`src/rtl/store_buffer.sv`:
```
// ---------------------------------------------------------------------------
// store_buffer
//   FIFO store buffer between the D-cache store-hit path and the cache /
//   backing-memory write port. Store hits are enqueued at the tail and
//   retired strictly in program order from the head. Entries are never
//   coalesced. A combinational byte-granular forwarding lookup lets loads
//   see stores that have not drained yet; the youngest store wins per byte.
//
// Ports
//   clk              in   1           rising-edge clock
//   reset            in   1           synchronous, active-low (0 = reset)
//   sb_enq_valid     in   1           enqueue request, one store per cycle
//   sb_enq_addr      in   32          store byte address
//   sb_enq_data      in   32          store data, lane-aligned
//   sb_enq_byte_en   in   4           store byte enables
//   drain_ready      in   1           write port free; head pops when valid && ready
//   sb_drain_valid   out  1           head entry presented
//   sb_drain_addr    out  32          head address (0 when empty)
//   sb_drain_data    out  32          head data (0 when empty)
//   sb_drain_byte_en out  4           head byte enables (0 when empty)
//   fwd_addr         in   32          load byte address for forwarding
//   fwd_hit          out  1           some valid entry matches fwd_addr[31:2]
//   fwd_data         out  32          forwarded bytes, unmatched lanes 0
//   fwd_byte_en      out  4           lanes covered by buffered stores
//   sb_full          out  1           count == DEPTH
//   sb_empty         out  1           count == 0
//   sb_count         out  PTR_BITS+1  occupancy
//   sb_overflow      out  1           sticky: enqueue attempted while full
// ---------------------------------------------------------------------------
module store_buffer #(
    parameter int DEPTH    = 4,
    parameter int PTR_BITS = 2
) (
    input  logic                clk,
    input  logic                reset,
    input  logic                sb_enq_valid,
    input  logic [31:0]         sb_enq_addr,
    input  logic [31:0]         sb_enq_data,
    input  logic [3:0]          sb_enq_byte_en,
    input  logic                drain_ready,
    output logic                sb_drain_valid,
    output logic [31:0]         sb_drain_addr,
    output logic [31:0]         sb_drain_data,
    output logic [3:0]          sb_drain_byte_en,
    input  logic [31:0]         fwd_addr,
    output logic                fwd_hit,
    output logic [31:0]         fwd_data,
    output logic [3:0]          fwd_byte_en,
    output logic                sb_full,
    output logic                sb_empty,
    output logic [PTR_BITS:0]   sb_count,
    output logic                sb_overflow
);

    localparam logic [PTR_BITS:0] LP_FULL_CNT = (PTR_BITS+1)'(DEPTH);

    // Entry payload is not reset; only the valid bits and pointers are.
    logic [31:0]         r_addr [DEPTH];
    logic [31:0]         r_data [DEPTH];
    logic [3:0]          r_be   [DEPTH];
    logic [DEPTH-1:0]    r_valid;
    logic [PTR_BITS-1:0] r_head;
    logic [PTR_BITS-1:0] r_tail;
    logic [PTR_BITS:0]   r_count;
    logic                r_overflow;

    logic w_full;
    logic w_empty;
    logic w_enq_acc;
    logic w_pop;

    // Forwarding compares word addresses only; the byte offset is irrelevant.
    logic [1:0] w_unused_fwd_lo;
    assign w_unused_fwd_lo = fwd_addr[1:0];

    // Full/empty come from the registered count, so an enqueue arriving in
    // the same cycle as a pop from a full buffer is still dropped.
    assign w_full    = (r_count == LP_FULL_CNT);
    assign w_empty   = (r_count == '0);
    assign w_enq_acc = sb_enq_valid && !w_full;
    assign w_pop     = !w_empty && drain_ready;

    assign sb_full          = w_full;
    assign sb_empty         = w_empty;
    assign sb_count         = r_count;
    assign sb_overflow      = r_overflow;
    assign sb_drain_valid   = !w_empty;
    assign sb_drain_addr    = w_empty ? '0 : r_addr[r_head];
    assign sb_drain_data    = w_empty ? '0 : r_data[r_head];
    assign sb_drain_byte_en = w_empty ? '0 : r_be[r_head];

    always_ff @(posedge clk) begin
        if (!reset) begin
            r_head     <= '0;
            r_tail     <= '0;
            r_count    <= '0;
            r_valid    <= '0;
            r_overflow <= 1'b0;
        end else begin
            if (sb_enq_valid && w_full) begin
                r_overflow <= 1'b1;
            end
            if (w_pop) begin
                r_valid[r_head] <= 1'b0;
                r_head          <= r_head + 1'b1;
            end
            // The tail slot can only equal the head slot when full (no
            // enqueue) or empty (no pop), so these two writes never collide.
            if (w_enq_acc) begin
                r_valid[r_tail] <= 1'b1;
                r_tail          <= r_tail + 1'b1;
            end
            r_count <= r_count + (PTR_BITS+1)'(w_enq_acc) - (PTR_BITS+1)'(w_pop);
        end
    end

    always_ff @(posedge clk) begin
        if (w_enq_acc) begin
            r_addr[r_tail] <= sb_enq_addr;
            r_data[r_tail] <= sb_enq_data;
            r_be[r_tail]   <= sb_enq_byte_en;
        end
    end

    // Walk oldest to youngest so a later match overwrites earlier lanes.
    always_comb begin
        logic [PTR_BITS-1:0] w_idx;
        fwd_hit     = 1'b0;
        fwd_data    = '0;
        fwd_byte_en = '0;
        w_idx       = '0;
        for (int i = 0; i < DEPTH; i++) begin
            w_idx = r_head + PTR_BITS'(i);
            if (r_valid[w_idx] && (r_addr[w_idx][31:2] == fwd_addr[31:2])) begin
                fwd_hit = 1'b1;
                for (int b = 0; b < 4; b++) begin
                    if (r_be[w_idx][b]) begin
                        fwd_data[8*b +: 8] = r_data[w_idx][8*b +: 8];
                        fwd_byte_en[b]     = 1'b1;
                    end
                end
            end
        end
    end

endmodule

```
`config.mk`:
```
export PLATFORM = sky130hd
export DESIGN_NAME = store_buffer
export DESIGN_NICKNAME = d
export VERILOG_FILES = /design/src/rtl/store_buffer.sv
export SDC_FILE = /design/constraint.sdc
export NUM_CORES = 1
export LEC_CHECK = 0
export BUFFER_PORTS_ARGS = -buffer_cell sky130_fd_sc_hd__buf_2
export CAP_MARGIN = 20
export CORE_UTILIZATION = 37
export DETAILED_ROUTE_END_ITERATION = 7
export PLACE_DENSITY = 0.64
export SYNTH_ARGS = -nofsm -noshare
export SYNTH_HDL_FRONTEND = slang
export SYNTH_SLANG_ARGS = --single-unit
```
`constraint.sdc`:
```
create_clock -name clk -period 6.8 [get_ports clk]
set_input_delay 0.68 -clock clk [delete_from_list [all_inputs] [get_ports clk]]
set_output_delay 0.68 -clock clk [all_outputs]
set_load 0.05 [all_outputs]
```
==> summary.txt <==
Critical-path top delay cell - or4_1
drt pass-1 iters - 7
crit path kind - register to primary output
Worst Setup SP - r_head[1]
Wirelength per Cell - 25.37 µm
post-synth cell types - 84
starting density of the core - 37.58%
Post-Syn Area - 0.01932 mm²
Die Span X - 230.5 µm
count leader, synth - edfxtp_1
Die H - 230.5 µm
first-pass GRT wire length - 87.07 mm
GRT met1 Usage - 29.47%
via count - 13900
Power, Total - 8.500 mW
core area - 0.05141 mm²
worst r2r src - sb_count[1]
most common flop cell mapped by yosys - edfxtp_1
Yosys top cell area share - 42.28%
met3 Track Usage GR - 3.421%
Synth Area in Simple Gates - 9.942%
post-synthesis xor/xnor area fraction - 5.343%
DRC - 0
Bufs on Longest Clock Path - 3
GRT overflow - 0
final instance area - 0.02165 mm²
Fin Clk Skew - 0.008800 ns
min Tclk post-route - 6.178 ns
Synth Area in Compound Gates - 8.847%
Synth Warn # - 0
share of synthesized flip-flops with an asynchronous set or reset - 0%
IO Count - 216
number of synthesized flops with an enable pin - 272
Vias/cell - 6.056
final wirelength - 58.25 mm
hold path start - sb_enq_addr[19]
nets - 1705
Max Transition Viols Final - 0
post-CTS setup buffer count - 0
Antenna Nets Post-Route - 0
area grow syn2layout - 12.07%
sequential share of the synthesized area - 43.73%
Top Family by Delay on Critical Path - simple AND/OR/NAND/NOR gates
number of antenna violations at the first check in global routing - 14
Fmax - 161.9 MHz
adder-cell share of the synthesized area - 0.7513%
CTS Root Cell - clkbuf_16
TritonCTS buffer count - 31
DP Area - 0.02073 mm²
clock slew at reported path FFs - 0.06 ns
final setup TNS - 0 ns
worst hold margin - 0.3033 ns
status - complete, no violations
H-tree depth - 1
critical path, cell by cell - buf_4, buf_4, mux4_2, xnor2_1, o21ai_0, or3_1, or4_1, nor4_4, a221oi_1, o31ai_1, buf_2
top cells by count, synth - edfxtp_1, mux4_2, mux2i_1, nand2_1, xnor2_1
met2 GRT Util - 35.56%
ratio of cells with drive above 1 in the final layout - 31.84%
mux contribution to synthesized area - 26.95%
CTS sink cnt - 286
Max Cap Viol - 0
pin slew with the least headroom to its limit - 1.074 ns
Startpoint Class - register
final hold viol count - 0
first-iteration detailed-routing DRC count - 1248
CP Capture Type - primary output
Final HPWL DP - 40.31 mm
Synth Net Count - 1550
vias in the first global route - 13690
Yosys top cell by area - edfxtp_1
CTS Hold Bufs - 0
Req. time, crit path - 6.12 ns
worst vdd ir - 0.2934 mV
slew margin rel. - 28.37%
Yosys reg bits - 286
slowest stage delay, CP - 0.82 ns
post_cts resized - 0
Clk Latency, worst-skew pair - 0.59 ns
Lkg Pwr - 7.029 nW
cell mode on critical path - buf_4
RePlAce Congestion - 0.9301
num rows - 83
CTS tree - done
Port Buf Inserts - 213
main combinational cell family by area after synthesis - multiplexers
Critical Path Fanout Max - 52
Worst Path Arrival - 5.50 ns
Crit path buffers/inverters - 3
largest net degree at the start of global routing - 92
RSZ-0062 raised after global routing - false
Hold Path Class - input pin to register
endpoints failing setup - 0
synthesized area per cell - 13.46 µm²
Tcrit/Tclk final - 90.86%
die area - 0.05313 mm²
gr busiest metal - met2
PwrDens - 392.6 mW/mm²
top post-synthesis cells by area - edfxtp_1, mux4_2, mux2i_1
Post-Syn Instances - 1435
overall routing resource usage - 21.64%
-- report_power, final --
| group | switching, mW | internal [mW] | leakage [nW] |
|---|---|---|---|
| logic | 2.91 | 1.74 | 3.99 |
| registers | 0.183 | 2.16 | 2.61 |
| clock network | 0.676 | 0.835 | 0.429 |
| total | 3.77 | 4.73 | 7.03 |
-- state kept, by name (all words and copies together) (netlist names), named ones only --
signal       cells
r_addr         128
r_be            16
r_data         128
r_head           2
r_tail           2
r_valid          4
sb_count         3
sb_overflow      1
-- routing by layer --
metal	up-vias	wire (µm)
met3	103	4280
met4	14	1500
met1	7130	24330
met2	599	28050
met5	-	92
li1	6058	-
-- stage by stage --
stage | std cells | setup slack (ns) | util, %
5_1_grt | 2294 | 0.3403 | 42.11
3_5_place_dp | 2236 | 1.225 | 40.32
2_1_floorplan | 1435 | 1.155 | -
4_1_cts | 2290 | 0.5923 | 42.04
6_report | 2296 | 0.6215 | 42.12
3_3_place_gp | 2236 | 1.286 | 40.32
-- cell families (layout without fill, tap and decap cells) --
kind of cell               Yosys count  count (layout)
adders and majority gates           11              11
AOI/OAI and AO/OA                  221             221
xor gates and xnor gates           117             117
buffers and inverters              141             317
muxes                              313             313
and+or+nand+nor                    346             346
other                                0               5
DFF                                286             286
-- cell type report --
cell class,instances,area (µm²)
tap,680,850.8
fill,4746,29750
antenna,5,12.51
timing repair buffer,246,1334
sequential,286,8461
clock inverter,10,57.56
clock buffer,44,824.5
multi-input combinational,1008,10050
inverter,17,63.81
-- path summary, 6_finish.rpt --
| path | to | slack (ns) | cells after the start |
|---|---|---|---|
| hold / removal | r_addr[3][19] | 0.30 | 1 |
| hold reg to reg | sb_overflow | 0.50 | 2 |
| setup reg to reg | sb_count[2] | 3.30 | 11 |
| setup / recovery | fwd_data[19] | 0.62 | 11 |
-- placed cells by master (no fill, tap or decap), types with 16 or more instances in the layout --
cell type  count
mux2i_1      112
mux2_2        40
nand2_1       96
nor4_1        16
a211oi_1      23
xor2_1        46
edfxtp_1     272
mux4_2       141
nor2_1        35
a221oi_1      33
buf_4         32
a21oi_1       18
o21ai_0       60
clkbuf_16     31
xnor2_1       70
nor3_1        41
and2_1        68
buf_2        213
inv_1         16
Note: power is estimated with default switching activity, not from simulation.
